`config.mk`:
```
export PLATFORM = sky130hd
export DESIGN_NAME = dino_game_sequencer
export DESIGN_NICKNAME = d
export VERILOG_FILES = /design/src/rtl/dino_game_sequencer.sv
export SDC_FILE = /design/constraint.sdc
export NUM_CORES = 1
export LEC_CHECK = 0
export ABC_AREA = 1
export ABC_CLOCK_PERIOD_IN_PS = 1800
export BUFFER_PORTS_ARGS = -buffer_cell sky130_fd_sc_hd__buf_2
export CAP_MARGIN = 25
export CORE_MARGIN = 10
export CORE_UTILIZATION = 53
export CTS_CLUSTER_SIZE = 10
export DETAILED_ROUTE_END_ITERATION = 7
export PLACE_DENSITY = 0.86
export SLEW_MARGIN = 20
export SYNTH_ARGS = -nofsm -noshare
export SYNTH_HDL_FRONTEND = slang
export SYNTH_SLANG_ARGS = --single-unit
```
`constraint.sdc`:
```
create_clock -name clk -period 1.8 [get_ports clk]
set_input_delay 0.09 -clock clk [delete_from_list [all_inputs] [get_ports clk]]
set_output_delay 0.09 -clock clk [all_outputs]
set_load 0.005 [all_outputs]
```
`src/rtl/dino_game_sequencer.sv`:
```
// Game-level sequencer for the dinosaur runner: INI/PLAY/DONE control, jump timing,
// LFSR-driven obstacle spawning, and score/scroll-speed bookkeeping for the datapath.
module dino_game_sequencer #(
  parameter int          JUMP_FRAMES = 32,
  parameter int          MIN_GAP     = 40,
  parameter int          SPEED_STEP  = 512,
  parameter int          SPEED_MAX   = 8,
  parameter logic [15:0] LFSR_SEED   = 16'hACE1
) (
  input  logic        clk,
  input  logic        rst,
  input  logic        frame_tick,
  input  logic        up,
  input  logic        collision,
  output logic [1:0]  state,
  output logic        jump_start,
  output logic        airborne,
  output logic        spawn,
  output logic [1:0]  spawn_kind,
  output logic [3:0]  speed,
  output logic [15:0] score
);

  typedef enum logic [1:0] {
    INI  = 2'd0,
    PLAY = 2'd1,
    DONE = 2'd2
  } gameState_e;

  gameState_e  state_q, state_d;
  logic        up_q;
  logic        upRise;
  logic [15:0] lfsr_q, lfsr_d;
  logic        lfsrFb;
  logic [7:0]  airCnt_q, airCnt_d;
  logic        airborne_q, airborne_d;
  logic [7:0]  countdown_q, countdown_d;
  logic [15:0] score_q, score_d;
  logic [3:0]  speed_q, speed_d;
  logic [15:0] speedQuot;
  logic        jumpStart_q, jumpStart_d;
  logic        spawn_q, spawn_d;
  logic [1:0]  spawnKind_q, spawnKind_d;

  assign upRise = up & ~up_q;
  assign lfsrFb = lfsr_q[15] ^ lfsr_q[13] ^ lfsr_q[12] ^ lfsr_q[10];

  // A collision in PLAY freezes every other update in that cycle.
  always_comb begin
    state_d     = state_q;
    airCnt_d    = airCnt_q;
    airborne_d  = airborne_q;
    countdown_d = countdown_q;
    score_d     = score_q;
    speed_d     = speed_q;
    speedQuot   = '0;
    jumpStart_d = 1'b0;
    spawn_d     = 1'b0;
    spawnKind_d = spawnKind_q;
    lfsr_d      = (lfsr_q == 16'd0) ? LFSR_SEED : {lfsr_q[14:0], lfsrFb};

    case (state_q)
      INI: begin
        if (upRise) begin
          state_d     = PLAY;
          score_d     = 16'd0;
          speed_d     = 4'd1;
          countdown_d = 8'(MIN_GAP);
        end
      end
      PLAY: begin
        if (collision) begin
          state_d = DONE;
        end else begin
          if (upRise && !airborne_q) begin
            jumpStart_d = 1'b1;
            airborne_d  = 1'b1;
            airCnt_d    = 8'(JUMP_FRAMES);
          end else if (frame_tick && (airCnt_q != 8'd0)) begin
            airCnt_d = airCnt_q - 8'd1;
            if (airCnt_q == 8'd1) airborne_d = 1'b0;
          end
          if (frame_tick) begin
            if (score_q != 16'hFFFF) score_d = score_q + 16'd1;
            // Speed tracks the score value being written on this same edge.
            speedQuot = score_d / 16'(SPEED_STEP);
            if (speedQuot >= 16'(SPEED_MAX - 1)) speed_d = 4'(SPEED_MAX);
            else                                  speed_d = speedQuot[3:0] + 4'd1;
            if (countdown_q == 8'd0) begin
              spawn_d     = 1'b1;
              spawnKind_d = (lfsr_q[1:0] == 2'd3) ? 2'd0 : lfsr_q[1:0];
              countdown_d = 8'(MIN_GAP) + {3'b000, lfsr_q[4:0]};
            end else begin
              countdown_d = countdown_q - 8'd1;
            end
          end
        end
      end
      DONE: begin
        if (upRise) state_d = INI;
      end
      default: state_d = INI;
    endcase
  end

  always_ff @(posedge clk or negedge rst) begin
    if (!rst) begin
      state_q     <= INI;
      up_q        <= 1'b0;
      lfsr_q      <= LFSR_SEED;
      airCnt_q    <= 8'd0;
      airborne_q  <= 1'b0;
      countdown_q <= 8'(MIN_GAP);
      score_q     <= 16'd0;
      speed_q     <= 4'd1;
      jumpStart_q <= 1'b0;
      spawn_q     <= 1'b0;
      spawnKind_q <= 2'd0;
    end else begin
      state_q     <= state_d;
      up_q        <= up;
      lfsr_q      <= lfsr_d;
      airCnt_q    <= airCnt_d;
      airborne_q  <= airborne_d;
      countdown_q <= countdown_d;
      score_q     <= score_d;
      speed_q     <= speed_d;
      jumpStart_q <= jumpStart_d;
      spawn_q     <= spawn_d;
      spawnKind_q <= spawnKind_d;
    end
  end

  assign state      = state_q;
  assign jump_start = jumpStart_q;
  assign airborne   = airborne_q;
  assign spawn      = spawn_q;
  assign spawn_kind = spawnKind_q;
  assign speed      = speed_q;
  assign score      = score_q;

endmodule

```
==> results of run 1 <==
layout make-up:
type,instances,area [um^2],area share [%]
Clock inverter,2,35.0,0.903
Timing Repair Buffer,50,319,8.23
Sequential cell,60,1520,39.3
Tap cell,75,93.8,2.42
Inverter,65,244,6.29
Clock buffer,14,153,3.94
Multi-Input combinational cell,263,1510,38.9
cells by family after synthesis:
| family | count (synthesis) |
|---|---|
| and+or+nand+nor | 186 |
| DFF | 60 |
| xor gates and xnor gates | 11 |
| adders and majority gates | 8 |
| buffers and inverters | 77 |
| AOI/OAI and AO/OA | 58 |
report_power, final:
part | total, W | internal (W) | switching (W)
Sequential | 0.00186 | 0.00163 | 0.000234
Clock | 0.00119 | 0.000678 | 0.000510
Combinational | 0.00157 | 0.000635 | 0.000937
Total | 0.00462 | 0.00294 | 0.00168
metrics by stage:
step / area, um^2 / hold slack [ns] / setup slack (ns)
after global placement: 3490 / 0.106 / 0.0600
after CTS: 3710 / 0.0733 / 0.000361
after floorplan: 3220 / -0.206 / 0.0251
after detailed placement: 3490 / 0.117 / 0.00214
final: 3880 / 0.0809 / -0.0486
after global routing: 3880 / 0.0876 / -0.194
sequential cells by signal, indices dropped and copies added, names as in the netlist:
| signal | count |
|---|---|
| up_q | 1 |
| airCnt_q | 8 |
| airborne | 1 |
| jump_start | 1 |
| spawn | 1 |
| countdown_q | 8 |
| spawn_kind | 2 |
| speed | 4 |
| state | 2 |
| lfsr_q | 16 |
| score | 16 |
how the worst min path moves through the flow:
| stage | startpoint | to | slack (ns) | cells after the start |
|---|---|---|---|---|
| floorplan | rst | airCnt_q[0] | -0.21 | 0 |
| CTS | collision | jump_start | 0.07 | 4 |
| detailed placement | rst | score[3] | 0.12 | 1 |
| global route | collision | jump_start | 0.09 | 4 |
| global placement | rst | score[2] | 0.11 | 1 |
| finish | collision | jump_start | 0.08 | 4 |
worst register-to-register path, delay by kind of cell, from the launching register on:
kind          cells  cell delay (ns)
fa+ha+maj         1             0.15
buf+inv           2             0.11
flops             1             0.44
simple gates      9             1.04
what timing repair did:
action,4_1_cts,5_1_grt
setup endpoints to repair,4,12
gates resized for setup,2,29
endpoints found under the hold margin,24,0
pin swaps,0,10
buffers inserted,0,9
hold buffers,2,0
metal layers:
layer	wire length (um)	track usage (%)
met5	0	0
met4	388	8.72
met3	711	4.23
met2	3920	24.0
met1	3200	17.9
layout by cell type (no fill, tap or decap), drive strengths merged, types with 11 or more instances in the layout:
cell type  synthesis  routed
a21oi             14      14
buf                4      48
clkbuf             8      14
dfrtp             49      49
dfstp             11      11
inv               65      65
nand2             94      94
nand3             28      28
nor2              43      43
o21ai             28      28
==> flow_metrics.py, run 1 <==
metrics = {
    "layout": {
        "antennaDiodeCount": 0,
        "instances_no_fill": 529,
        "final_layout_size_suffix_gt1_share_pct": 26.4,
        "finalCoreUtilization_pct": 65.5,
        "layout.filler_cells": 437,
        "syn_to_final_growth_pct": 20.4,
        "layout.nets": 462,
    },
    "sta": {
        "timing.final.ws_setup_ns": -0.0486,
        "setup_tns_ns": -0.126,
        "grt_setup_unrepaired": "true",
        "slew_hr_pct": 59.6,
        "fin_crit_sh_pct": 103,
        "maxClockFrequency_mhz": 541,
        "final_period_minus_worst_setup_slack_ns": 1.85,
        "report.final.slew_viol_count": 0,
        "setup_viol": 3,
        "finClkSkew_ns": 0.0101,
        "final_hold_vios": 0,
        "tightest_slew_ns": 0.606,
    },
    "synth": {
        "synth_top_cells_by_area": "dfrtp_1 (38%), nand2_1 (10%), dfstp_2 (9.0%)",
        "cell_with_the_most_instances_after_synthesis": "nand2_1",
        "synth_cell_type_count": 34,
        "synth.top_cell.area_share_pct": 38.1,
        "postSynthCellCount": 400,
        "post_synth_xor_area_fraction_pct": 2.99,
        "synth.yosys.seq_area_share_pct": 47.0,
        "syn_area_mm2": 0.00322,
        "ys.warnings.count": 0,
        "synth_top_cell_by_area": "dfrtp_1",
        "dominantRegCellSynth": "dfrtp_1",
        "synth_top_family_by_area": "simple AND/OR/NAND/NOR gates",
        "synth-simple-area-share_pct": 26.9,
        "synth_mux_area_share_pct": 0,
        "syn-mean-instance-area_um2": 8.05,
        "synth-compound-area-share_pct": 10.8,
        "synthArstFlopShare_pct": 100,
        "postSynthNetCount": 413,
        "count_of_flip_flops_with_a_built_in_enable_after_synthesis": 0,
        "synth_register_bits": 60,
        "yosys.area_share.adder_pct": 3.11,
        "yosys-top-cells-count": "nand2_1 (87), inv_1 (63), dfrtp_1 (49), nor2_1 (32)",
    },
    "routing": {
        "drt_pre_antenna_iters": 5,
        "detail-route-antenna-nets": 0,
        "dr_drc_count": 0,
        "dr_total_vias": 2950,
        "post_drt_via_cell_ratio": 5.58,
        "routed_wire_length_per_instance_um": 15.5,
        "drt_iter0_drc": 217,
        "finalWirelength_mm": 8.22,
    },
    "pwr": {
        "leak_pwr_nw": 1.95,
        "peakVddDrop_mv": 0.703,
        "p_total_w": 0.00462,
        "power_density_mw_per_mm2": 1190,
    },
    "cts": {
        "clkSlewWorstSetupHoldPaths_ns": 0.07,
        "insertion_delay_ns": 0.34,
        "tritoncts": "done",
        "cts_made_buffers": 9,
        "cts_buffer_depth": 2,
        "cts.root.buffer_cell": "clkbuf_8",
        "clock_net_sink_count": 60,
        "cts.htree.levels": 3,
    },
    "placed_design": {
        "placed_cells": 502,
        "routability_cong": 0.967,
        "number_of_port_buffers": 31,
        "dp.final_hpwl_mm": 5.19,
    },
    "global_route": {
        "first_pass_grt_wire_length_mm": 12.3,
        "grt_antenna_before_repair": 0,
        "largest_net_degree_at_the_start_of_global_routing": 38,
        "first_global_vias": 2767,
        "grt_use_total_pct": 15.1,
        "grt-ovfl-total": 0,
    },
    "setup_path": {
        "r2r-end": "speed[1]",
        "crit_fanout": 5,
        "critPathArrivalTime_ns": 2.08,
        "critical-path-top-cell-by-count": "nand2_1",
        "end_kind": "flop",
        "timing.critical_path.slowest_stage_cell": "dfrtp_1",
        "critical_path_class": "reg2reg",
        "path_delay_family": "simple AND/OR/NAND/NOR gates",
        "startpoint_of_the_worst_setup_timing_path": "score[8]",
        "r2r-start": "score[8]",
        "critical_path_depth": 12,
        "crit_chain": "nand2_1, nor2_4, inv_1, nor2_1, nand2_2, nand3_2, ha_4, inv_1, nand2_1, nand2_2, nand3b_1, nand2_1",
        "cp-start-kind": "flop",
        "cp_data_required_time_ns": 2.03,
        "worst_r2r_path_depth": 12,
        "path_buf_inv": 2,
        "endpoint": "speed[1]",
        "cp_slowest_stage_delay_ns": 0.44,
        "regToRegSetupSlack_ns": -0.05,
    },
    "min_path": {
        "hold_class": "in2reg",
    },
    "run_status": {
        "outcome": "complete, but fails checks",
        "failed_checks": "setup timing",
    },
    "die": {
        "dieWidth_um": 98.0,
        "boundaryPins": 32,
        "number_of_standard_cell_rows_in_the_floorplan": 28,
        "initial_utilization_pct": 54.4,
        "coreArea_mm2": 0.00592,
        "die-area_mm2": 0.00959,
        "chipHeight_um": 98.0,
    },
    "run": {
        "max_capacitance_violation_count": 0,
    },
}
No activity file was read; power rests on OpenSTA's default activity.
==> run 2: changes to the inputs <==
CORE_UTILIZATION = 50   (was 53)
PLACE_DENSITY = 0.82   (was 0.86)
==> run 2 against run 1 <==
Effect of this change:
- the run now ends clean
- clock power about the same
- combinational power decreased by 5%
- clock-buffer cell count decreased by 5
- die area increased by 4.8%
- clock skew decreased by 0.0012 ns
- worst setup slack improved by 0.080 ns
- critical path type unchanged
- largest cell class unchanged
- largest power group unchanged
==> flow_metrics.py, run 2 (synthesized netlist as in run 1, its figures left out) <==
metrics = {
    "die": {
        "boundaryPins": 32,
        "chipHeight_um": 100,
        "initial_utilization_pct": 51.0,
        "number_of_standard_cell_rows_in_the_floorplan": 29,
        "die-area_mm2": 0.0101,
        "coreArea_mm2": 0.00631,
        "dieWidth_um": 100,
    },
    "routing": {
        "drt_pre_antenna_iters": 5,
        "dr_drc_count": 0,
        "finalWirelength_mm": 7.68,
        "dr_total_vias": 2852,
        "post_drt_via_cell_ratio": 5.39,
        "routed_wire_length_per_instance_um": 14.5,
        "detail-route-antenna-nets": 0,
        "drt_iter0_drc": 149,
    },
    "setup_path": {
        "cp_data_required_time_ns": 2.07,
        "critical_path_class": "reg2reg",
        "end_kind": "flop",
        "critPathArrivalTime_ns": 2.04,
        "crit_fanout": 3,
        "cp-start-kind": "flop",
    },
    "pwr": {
        "power_density_mw_per_mm2": 1170,
        "leak_pwr_nw": 1.94,
        "seqPwrFrac_pct": 41.2,
        "peakVddDrop_mv": 0.695,
        "internal_power_w": 0.00287,
        "share_clk_of_total_power_pct": 25.9,
        "sw_frac_of_total_pct": 36.8,
        "power.share.combinational_pct": 32.9,
        "switchingPower_w": 0.00167,
    },
    "sta": {
        "maxClockFrequency_mhz": 565,
        "final_period_minus_worst_setup_slack_ns": 1.77,
        "slew_hr_pct": 58.0,
        "timing.final.ws_setup_ns": 0.0313,
        "setup_viol": 0,
        "tightest_slew_ns": 0.630,
        "report.final.slew_viol_count": 0,
        "finClkSkew_ns": 0.00887,
        "fin_crit_sh_pct": 98.3,
        "grt_setup_unrepaired": "true",
        "final_hold_vios": 0,
    },
    "layout": {
        "post-route-cell-area_mm2": 0.00388,
        "layout_common_cells": "nand2_1 (83), inv_1 (61), dfrtp_1 (43), buf_2 (31), nor2_1 (27)",
        "instances_no_fill": 529,
        "syn_to_final_growth_pct": 20.4,
        "finalCoreUtilization_pct": 61.4,
        "final_layout_size_suffix_gt1_share_pct": 27.0,
        "most_common_cell_after_layout_fill_and_taps_aside": "nand2_1",
        "layout.filler_cells": 511,
        "layout.nets": 460,
        "antennaDiodeCount": 0,
    },
    "placed_design": {
        "dp.final_hpwl_mm": 5.30,
        "placed_cells": 507,
        "number_of_port_buffers": 31,
        "routability_cong": 0.967,
        "dpl_worst_slack_ns": 0.00809,
        "placed_cell_area_mm2": 0.00352,
    },
    "cts": {
        "clock_net_sink_count": 60,
        "cts_made_buffers": 9,
        "cts.root.buffer_cell": "clkbuf_8",
        "insertion_delay_ns": 0.34,
        "cts_buffer_depth": 2,
        "clkSlewWorstSetupHoldPaths_ns": 0.07,
        "cts.htree.levels": 3,
        "tritoncts": "done",
    },
    "global_route": {
        "first_global_vias": 2832,
        "largest_net_degree_at_the_start_of_global_routing": 27,
        "first_pass_grt_wire_length_mm": 12.5,
        "grt_antenna_before_repair": 0,
        "grt-ovfl-total": 0,
        "grt_use_total_pct": 14.9,
    },
    "run_status": {
        "outcome": "complete, no violations",
    },
    "min_path": {
        "hold_class": "in2reg",
    },
    "run": {
        "max_capacitance_violation_count": 0,
    },
}
-- run 2: cell type report --
class,count,area [um^2],area share [%]
Sequential cell,60,1520,39.3
Multi-Input combinational cell,263,1520,39.2
Timing Repair Buffer,48,304,7.84
Inverter,65,244,6.29
Clock buffer,9,124,3.19
Tap cell,77,96.3,2.48
Clock inverter,7,67.6,1.74
-- run 2: worst paths after layout --
check | from | endpoint | slack, ns | cells after the start
hold reg to reg | lfsr_q[11] | lfsr_q[12] | 0.40 | 0
max in group asynchronous | rst | lfsr_q[11] | 0.81 | 3
setup reg to reg | score[1] | speed[2] | 0.03 | 12
setup / recovery | score[1] | speed[2] | 0.03 | 12
min in group asynchronous | rst | score[6] | 0.31 | 2
hold / removal | collision | state[1] | 0.06 | 3
-- run 2: timing repair --
action                                 4_1_cts  5_1_grt
endpoints found under the hold margin       21        0
hold buffers                                 2        0
setup buffers                                1        3
pin swaps                                    1       11
setup endpoints to repair                    4       28
resized for setup                            3       29
-- run 2: worst max-delay path: stages (launching register included) --
cell	delay, ns
dfrtp_1	0.44
ha_4	0.19
nand3_4	0.10
inv_2	0.09
nand3_1	0.09
nand2_1	0.12
nand3_4	0.10
ha_4	0.19
nand2_1	0.09
nand2_1	0.06
nor2_1	0.09
nand3_1	0.08
nand2_1	0.07
-- run 2: routing by layer --
metal	up-vias	global-route usage, %	share of wire, %
met2	109	25.0	49
met1	1348	17.0	41
li1	1377	-	-
met3	18	5.22	8.5
met4	0	5.65	1.7
met5	-	0	0
-- run 2: through the flow --
| step | total power, W | setup TNS (ns) | hold WS, ns |
|---|---|---|---|
| 2_1_floorplan | 0.00280 | 0 | -0.206 |
| 3_3_place_gp | 0.00322 | 0 | 0.126 |
| 3_5_place_dp | 0.00327 | 0 | 0.134 |
| 4_1_cts | 0.00448 | 0 | 0.0574 |
| 5_1_grt | 0.00487 | -0.174 | 0.0924 |
| 6_report | 0.00454 | 0 | 0.0641 |
-- run 2: power by group through the flow --
stage	combinational (W)	sequential (W)	clock [W]
final	0.00149	0.00187	0.00117
after global routing	0.00170	0.00191	0.00126
after CTS	0.00143	0.00185	0.00120
after detailed placement	0.00141	0.00187	0
after global placement	0.00137	0.00185	0
after floorplan	0.000953	0.00185	0
==> run 3: changes to the inputs <==
CORE_ASPECT_RATIO = 0.8   (was default)
==> run 3 against run 2 <==
Effect of this change:
- largest power group unchanged
- die area is 0.20% higher
- wire length is 2.2% lower
- combinational power hardly changed
- register-to-register slack better by 0.05 ns
- hold slack better by 0.0071 ns
- design area is 1.3% higher
- critical path depth stayed put
==> flow_metrics.py, run 3 (synthesized netlist as in run 1, its figures left out) <==
metrics = {
    "min_path": {
        "min_from": "collision",
        "min_delay_worst_endpoint": "jump_start",
        "min_path_cells": 4,
        "hold_class": "in2reg",
    },
    "sta": {
        "maxClockFrequency_mhz": 582,
        "finClkSkew_ns": 0.00577,
        "slew_hr_pct": 63.6,
        "final_hold_vios": 0,
        "final_period_minus_worst_setup_slack_ns": 1.72,
        "setup_viol": 0,
        "report.final.slew_viol_count": 0,
        "tightest_slew_ns": 0.546,
        "finalHoldWorstSlack_ns": 0.0713,
        "fin_crit_sh_pct": 95.5,
    },
    "die": {
        "number_of_standard_cell_rows_in_the_floorplan": 26,
        "boundaryPins": 32,
        "coreArea_mm2": 0.00631,
        "dieWidth_um": 110,
        "die-area_mm2": 0.0101,
        "initial_utilization_pct": 51.0,
        "chipHeight_um": 91.8,
    },
    "layout": {
        "post-route-cell-area_mm2": 0.00393,
        "antennaDiodeCount": 0,
        "most_common_cell_after_layout_fill_and_taps_aside": "nand2_1",
        "syn_to_final_growth_pct": 22.0,
        "layout_common_cells": "nand2_1 (82), inv_1 (61), dfrtp_1 (43), buf_2 (31), nor2_1 (26)",
        "instances_no_fill": 540,
        "layout.filler_cells": 522,
        "final_layout_size_suffix_gt1_share_pct": 28.1,
        "layout.nets": 464,
    },
    "global_route": {
        "grt_use_total_pct": 15.5,
        "largest_net_degree_at_the_start_of_global_routing": 39,
        "globalRoute.busiestLayer": "met2",
        "grt_antenna_before_repair": 0,
        "globalRouteMet1Util_pct": 19.4,
        "global_route.usage.met3_pct": 5.52,
        "first_pass_grt_wire_length_mm": 12.7,
        "grt-ovfl-total": 0,
        "grt.met2_usage_pct": 24.3,
        "first_global_vias": 2701,
    },
    "routing": {
        "drt_iter0_drc": 134,
        "detail-route-antenna-nets": 0,
        "dr_drc_count": 0,
        "routed_wire_length_per_instance_um": 13.9,
        "drt_pre_antenna_iters": 5,
        "post_drt_via_cell_ratio": 5.32,
        "finalWirelength_mm": 7.51,
        "dr_total_vias": 2873,
    },
    "cts": {
        "tritoncts": "done",
        "cts_buffer_depth": 2,
        "cts.root.buffer_cell": "clkbuf_8",
        "cts.htree.levels": 3,
        "clock_net_sink_count": 60,
        "cts_made_buffers": 9,
        "insertion_delay_ns": 0.35,
        "clkSlewWorstSetupHoldPaths_ns": 0.07,
    },
    "setup_path": {
        "r2r-end": "speed[2]",
        "worst_r2r_path_depth": 12,
        "regToRegSetupSlack_ns": 0.08,
        "critical_path_class": "reg2reg",
        "critPathArrivalTime_ns": 1.96,
        "crit_fanout": 5,
        "r2r-start": "score[7]",
        "cp_data_required_time_ns": 2.04,
        "cp-start-kind": "flop",
        "end_kind": "flop",
    },
    "placed_design": {
        "placed_cell_area_mm2": 0.00352,
        "number_of_port_buffers": 31,
        "dp.final_hpwl_mm": 5.26,
        "placed_cells": 513,
        "routability_cong": 0.949,
    },
    "run": {
        "max_capacitance_violation_count": 0,
    },
    "pwr": {
        "p_total_w": 0.00463,
        "peakVddDrop_mv": 0.665,
        "leak_pwr_nw": 1.99,
        "power_density_mw_per_mm2": 1180,
    },
    "run_status": {
        "outcome": "complete, no violations",
    },
}
## run 3: cell count changes in the layout (fill, tap and decap cells not counted), sizes merged
cell | previous run | this run
buf | 46 | 50
clkinvlp | 3 | 1
clkbuf | 9 | 11
## run 3: metrics by stage
step                setup WS, ns  TNS, ns  utilization (%)
floorplan                 0.0251        0                -
global placement          0.0875        0             55.7
detailed placement        0.0107        0             55.7
CTS                      0.00988        0             59.5
global route             -0.0189  -0.0302             62.2
finish                    0.0813        0             62.2
## run 3: repair_timing
item,CTS,global route
gates resized for setup,1,32
endpoints found under the setup margin,1,10
hold endpoints to repair,23,0
hold buffers,2,0
pin swaps,0,11
buffers inserted,0,9
## run 3: power by group
group	internal [W]	total, W	switching (W)
clock network	0.000716	0.00126	0.000546
logic	0.000609	0.00152	0.000907
registers	0.00163	0.00185	0.000224
## run 3: per-layer routing
| layer | vias to the layer above | share of wire, % |
|---|---|---|
| met5 | - | 0 |
| met1 | 1367 | 42 |
| met2 | 102 | 48 |
| li1 | 1389 | - |
| met3 | 15 | 8.4 |
| met4 | 0 | 1.5 |
## run 3: layout make-up
| cell class | count | area [um^2] | area share [%] |
|---|---|---|---|
| Sequential cell | 60 | 1520 | 38.8 |
| Timing Repair Buffer | 52 | 334 | 8.51 |
| Clock buffer | 11 | 151 | 3.85 |
| Multi-Input combinational cell | 263 | 1510 | 38.5 |
| Clock inverter | 5 | 60.1 | 1.53 |
| Inverter | 65 | 244 | 6.21 |
| Tap cell | 84 | 105 | 2.68 |
## run 3: worst max path at each step
stage | from | to | slack (ns) | cells after the start
after floorplan | score[0] | speed[3] | 0.03 | 13
after global placement | score[0] | speed[3] | 0.09 | 13
after detailed placement | score[1] | speed[3] | 0.01 | 13
after CTS | score[1] | speed[3] | 0.01 | 13
after global routing | score[10] | speed[2] | -0.02 | 12
final | score[7] | speed[2] | 0.08 | 12
## run 3: worst max-delay path, stage by stage, from the launching register on
cell and delay, ns:
dfrtp_1 0.41, nand2_1 0.11, inv_1 0.11, nand2_2 0.08
nor2_4 0.20, nand2_4 0.10, nand3_2 0.12, ha_4 0.15
inv_1 0.05, nand2_2 0.06, nand2_2 0.07, nand3_1 0.10
nand2_1 0.05
